File: src/rtl/fifo9_gmii_tx.sv
// GMII transmitter fed by a 9-bit first-word-fall-through FIFO.
// Adds preamble/SFD, pads short frames, aborts on underrun and spaces frames by an IFG.
//
// state | meaning
// IDLE  | waiting for a non-empty FIFO; first preamble byte loaded on exit
// PRE   | remaining preamble bytes (0x55)
// SFD   | start-of-frame delimiter (0xD5)
// DATA  | popping payload bytes onto the wire
// PAD   | zero bytes until the minimum frame length is reached
// ABORT | one tx_er cycle on the wire after an underrun
// DRAIN | discarding the rest of the aborted frame from the FIFO
// IFG   | inter-frame gap, tx_en low
module fifo9_gmii_tx #(
    parameter int PREAMBLE_LEN = 7,
    parameter int MIN_FRAME    = 60,
    parameter int PAD_EN       = 1,
    parameter int IFG_CYCLES   = 12
) (
    input  logic        gmii_tx_clk,
    input  logic        sys_rst_n,
    input  logic [8:0]  dout,
    input  logic        empty,
    output logic        rd_en,
    output logic        rd_clk,
    output logic        gmii_tx_en,
    output logic        gmii_tx_er,
    output logic [7:0]  gmii_txd,
    output logic [15:0] frame_cnt,
    output logic [15:0] underrun_cnt
);

    typedef enum logic [2:0] {IDLE, PRE, SFD, DATA, PAD, ABORT, DRAIN, IFG} state_t;

    localparam logic [15:0] PRE_LOAD = 16'(PREAMBLE_LEN - 2);
    localparam logic [15:0] IFG_LOAD = 16'(IFG_CYCLES - 1);
    localparam logic [10:0] MIN_LEN  = 11'(MIN_FRAME);

    state_t      state, state_nxt;
    logic [15:0] tmr, tmr_nxt;
    logic [10:0] byte_cnt, cnt_nxt, cnt_inc;
    logic        en_nxt, er_nxt;
    logic [7:0]  txd_nxt;
    logic        rd_req, frame_inc, under_inc;

    assign rd_clk  = gmii_tx_clk;
    assign cnt_inc = (byte_cnt == 11'h7FF) ? byte_cnt : byte_cnt + 11'd1;
    // Gated by reset so nothing is popped on the edge that resets the FSM.
    assign rd_en   = sys_rst_n & rd_req;

    always_ff @(posedge gmii_tx_clk) begin
        if (!sys_rst_n) begin
            state        <= IDLE;
            tmr          <= '0;
            byte_cnt     <= '0;
            gmii_tx_en   <= 1'b0;
            gmii_tx_er   <= 1'b0;
            gmii_txd     <= 8'h00;
            frame_cnt    <= '0;
            underrun_cnt <= '0;
        end else begin
            state      <= state_nxt;
            tmr        <= tmr_nxt;
            byte_cnt   <= cnt_nxt;
            gmii_tx_en <= en_nxt;
            gmii_tx_er <= er_nxt;
            gmii_txd   <= txd_nxt;
            if (frame_inc)
                frame_cnt <= frame_cnt + 16'd1;
            if (under_inc && underrun_cnt != 16'hFFFF)
                underrun_cnt <= underrun_cnt + 16'd1;
        end
    end

    // Output registers are loaded with what the wire shows next cycle.
    always_comb begin
        state_nxt = state;
        tmr_nxt   = tmr;
        cnt_nxt   = byte_cnt;
        en_nxt    = 1'b0;
        er_nxt    = 1'b0;
        txd_nxt   = 8'h00;
        rd_req    = 1'b0;
        frame_inc = 1'b0;
        under_inc = 1'b0;
        case (state)
            IDLE: begin
                cnt_nxt = '0;
                if (!empty) begin
                    en_nxt  = 1'b1;
                    txd_nxt = 8'h55;
                    if (PREAMBLE_LEN > 1) begin
                        state_nxt = PRE;
                        tmr_nxt   = PRE_LOAD;
                    end else begin
                        state_nxt = SFD;
                    end
                end
            end
            PRE: begin
                en_nxt  = 1'b1;
                txd_nxt = 8'h55;
                if (tmr == 16'd0) state_nxt = SFD;
                else              tmr_nxt   = tmr - 16'd1;
            end
            SFD: begin
                en_nxt    = 1'b1;
                txd_nxt   = 8'hD5;
                state_nxt = DATA;
            end
            DATA: begin
                en_nxt = 1'b1;
                if (!empty) begin
                    rd_req  = 1'b1;
                    txd_nxt = dout[7:0];
                    cnt_nxt = cnt_inc;
                    if (dout[8]) begin
                        if (PAD_EN != 0 && cnt_inc < MIN_LEN) begin
                            state_nxt = PAD;
                        end else begin
                            state_nxt = IFG;
                            tmr_nxt   = IFG_LOAD;
                            frame_inc = 1'b1;
                        end
                    end
                end else begin
                    // Underrun: the error byte follows the last good byte directly.
                    er_nxt    = 1'b1;
                    state_nxt = ABORT;
                end
            end
            PAD: begin
                en_nxt  = 1'b1;
                cnt_nxt = cnt_inc;
                if (cnt_inc >= MIN_LEN) begin
                    state_nxt = IFG;
                    tmr_nxt   = IFG_LOAD;
                    frame_inc = 1'b1;
                end
            end
            ABORT: begin
                under_inc = 1'b1;
                state_nxt = DRAIN;
            end
            DRAIN: begin
                if (!empty) begin
                    rd_req = 1'b1;
                    if (dout[8]) begin
                        state_nxt = IFG;
                        tmr_nxt   = IFG_LOAD;
                    end
                end
            end
            IFG: begin
                if (tmr == 16'd0) state_nxt = IDLE;
                else              tmr_nxt   = tmr - 16'd1;
            end
            default: state_nxt = IDLE;
        endcase
    end

endmodule

File: config.mk
export PLATFORM = sky130hd
export DESIGN_NAME = fifo9_gmii_tx
export DESIGN_NICKNAME = d
export VERILOG_FILES = /design/src/rtl/fifo9_gmii_tx.sv
export SDC_FILE = /design/constraint.sdc
export NUM_CORES = 1
export LEC_CHECK = 0
export CAP_MARGIN = 20
export CORE_MARGIN = 3
export CORE_UTILIZATION = 58
export CTS_CLUSTER_DIAMETER = 80
export DETAILED_ROUTE_END_ITERATION = 8
export PLACE_DENSITY = 0.85
export RECOVER_POWER = 50
export REMOVE_ABC_BUFFERS = 1
export SYNTH_ARGS = -nofsm -noshare
export SYNTH_HDL_FRONTEND = slang
export SYNTH_SLANG_ARGS = --single-unit
File: constraint.sdc
create_clock -name gmii_tx_clk -period 5.1 [get_ports gmii_tx_clk]
set_input_delay 1.02 -clock gmii_tx_clk [delete_from_list [all_inputs] [get_ports gmii_tx_clk]]
set_output_delay 1.02 -clock gmii_tx_clk [all_outputs]
set_load 0.05 [all_outputs]
# Word-level counts from Yosys, hierarchy flattened
# Cells that the tools add are included.
# totals
inputBits,12
register_bits,72
# op_classes
n_mux,35
reduce_logical,12
bitwise,1
addsub,4
n_eq_ne,20
n_lt_le_gt_ge,2
# op_table
operator,count
$mux W16,8
$pmux W16 S5,1
$pmux W11 S3,1
$add A16 B1 Y16 const B,2
$pmux W8 S4,1
$mux W3,8
$pmux W3 S8,1
$mux W11,2
$ne A2 B2 Y1 const B,10
$logic_not A16 Y1,1
$ne A16 B16 Y1 const B,1
$sub A16 B1 Y16 const B,1
$eq A3 B3 Y1 const B,4
$add A11 B1 Y11 const B,1
$eq A11 B11 Y1 const B,1
$ge A11 B6 Y1 const B,1
$lt A11 B6 Y1 const B,1
$reduce_and A9 Y1,1
$mux W1,8
$mux W8,1
$mux W7,1
$reduce_and A7 Y1,1
$eq A3 B2 Y1 const B,2
$reduce_bool A5 Y1,1
other kinds (11),14

# Longest topological paths before layout
# depth
word_depth,7
ltp_mapped,11
mapped_depth_nobuf,9

==> results.yml <==
detailed_routing:
  avgViaCountPerCell: 6.04
  drtAntennaViolNets: 0
  drt_iter0_drc: 314
  post_drt_wl_per_cell_um: 15.1
  routed_wl_mm: 8.54
  firstDrtPassIters: 6
  via_count: 3425
  drc: 0
floorplanning:
  die-height_um: 85.9
  start_util_pct: 61.0
  fp.dieArea_mm2: 0.00737
  die_w_um: 85.9
  rows: 28
  ios: 56
  core_mm2: 0.00606
setup_path:
  critPathLaunchType: "clock port"
  critPathMaxFanout: 2
  worstSetupEndpointType: "output pin"
  r2r_cells: 10
  regToRegEndpoint: "tmr[2]"
  cp_data_required_time_ps: 4080
  worstPathArrival_ps: 3460
  worstSetupPathType: "clock port to output pin"
  rrSetupSlack_ps: 2300
  r2r-start: "tmr[0]"
  startpoint: "gmii_tx_clk"
timing:
  setup_tns_ps: 0
  worst_slack_ps: 619
  setup_viol: 0
  hold_viol_final: 0
  worst_pin_slew_ps: 1980
  fin_skew_ps: 8.28
  fin_hold_ws_ps: 486
  relSlewSlack_pct: -32.3
  rsz0062_at_grt: "no"
  report.final.slew_viol_count: 60
hold_path:
  min_to: "tmr[11]"
  hp-start: "tmr[11]"
  min_path_type: "flop to flop"
  hold_path_depth: 2
pwr:
  p_int_uw: 1340
  swShare_pct: 37.1
  seq_power_share_pct: 32.6
  p_total_uw: 2130
  p_leak_uw: 0.00177
  power.density_mw_per_mm2: 469
  pwr-share-comb_pct: 35.7
  power_frac_clock_pct: 31.7
  p_switching_uw: 789
  ir_worst_vdd_mv: 0.448
cells_and_area:
  final_common_cell: "dfxtp_1"
  nNetsFinal: 503
  mostFrequentLayoutCells: "72 x dfxtp_1, 35 x nand2_1, 30 x dlygate4sd3_1"
  antennaDiodeCount: 0
  syn2layout_area_growth_pct: 22.5
  stdcell_count: 567
  drive_gt1_share_pct: 6.30
grt:
  met3_usage_pct: 5.96
  top_usage_layer: "met2"
  overflow: 0
  grt_pass1_vias: 3268
  antenna_found_initial: 0
  grt_usage_pct: 24.3
  grt_use_met1_pct: 30.1
  grt_max_degree: 60
  grtUsageMet2_pct: 39.5
  grt_pass1_wl_mm: 14.6
synthesis:
  netlist-cell-type-count: 55
  avgSynthCellArea_um2: 8.33
  synth-seq-cells: 72
  yosysWarnings: 0
  yosysTopAreaCell: "dfxtp_1"
  synth_edf_count: 0
  synth_seq_area_share_pct: 39.0
  netlist_top_cells_area: "dfxtp_1 39%, xnor2_1 5.7%, and2_1 5.1%"
  syn_area_mm2: 0.00370
  synth_ff_type: "dfxtp_1"
  synth_top_area_share_pct: 39.0
  postSynthCellCount: 444
  synthArstFlopShare_pct: 0
place:
  placedCellCount: 547
  place_congestion: 0.905
  pre_cts_slack_ps: 858
  hpwl_mm: 5.68
  port_buffers: 55
clock_tree:
  cts.repair.resized: 0
  holdBufCountCts: 0
  post_cts_buffers: 0
  clk_pin_slew_ps: 80
  clk_latency_ps: 460
  cts_tree: "done"
status:
  status: "finished, violations left"
  violations: "max-capacitance violations, max-slew violations"
job:
  maxCapViolations: 1
-- registers in the layout, summed over array words and instances, names as in the netlist --
signal        count
frame_cnt        16
tmr              16
underrun_cnt     16
byte_cnt         11
gmii_txd          8
state             3
gmii_tx_en        1
gmii_tx_er        1
-- worst max-delay path, cell delays in order --
cell and delay (ps):
clkbuf_8 110, clkbuf_8 110, clkdlybuf4s50_1 690
-- cell usage after synthesis, types with 5 or more instances --
cell type and n:
dfxtp_1 72, nand2_1 35, and2_1 30, a21oi_1 28
xnor2_1 24, clkbuf_1 21, nand3_1 20, nor2_1 20
o21ai_0 20, nand4_1 18, or4_1 13, and3_1 11
inv_1 11, nor2b_1 11, nor3_1 10, or3_1 10
xor2_1 8, o21ai_1 7, o31ai_1 7, buf_2 5
nand2b_1 5
-- power by group through the flow --
stage                     registers [uW]  logic (uW)  clock network, uW
after floorplan                      731         530                  0
after global placement               702         699               45.2
after detailed placement             706         727               45.2
after CTS                            693         732                683
after global routing                 706         839                713
final                                694         758                674
-- per-layer routing --
layer / routed length [um] / vias up / share of wire [%]
met5: 0 / - / 0
met4: 172 / 0 / 2.0
met3: 547 / 23 / 6.4
met2: 4190 / 133 / 49
met1: 3640 / 1594 / 43
li1: - / 1675 / -
-- logic make-up after synthesis --
logic type	synth area share [%]
flip-flops	39.0
AND/OR/NAND/NOR	30.1
adder cells (fa/ha/maj)	1.35
buffers and inverters	5.04
AO/OA/AOI/OAI	16.2
XOR/XNOR	7.58
multiplexers	0.812
-- layout make-up --
type	instances	area [um^2]
Clock inverter	6	115
Timing Repair Buffer	58	574
Clock buffer	14	189
Tap cell	75	93.8
Multi-Input combinational cell	330	2070
Inverter	12	45.0
Sequential cell	72	1440
Fill cell	457	1530
-- metrics by stage --
stage               utilization (%)  area (um^2)
floorplan                         -         3560
global placement               69.7         4230
detailed placement             69.7         4230
CTS                            74.6         4520
global route                   74.8         4530
finish                         74.8         4530
-- worst max-delay path by stage --
| stage | endpoint | slack, ps | cells after the start |
|---|---|---|---|
| after floorplan | rd_clk | 1530 | 0 |
| after global placement | rd_clk | 860 | 1 |
| after detailed placement | rd_clk | 860 | 1 |
| after CTS | rd_clk | 610 | 3 |
| after global routing | rd_clk | 600 | 3 |
| final | rd_clk | 620 | 3 |
Note: power is estimated with default switching activity, not from simulation.
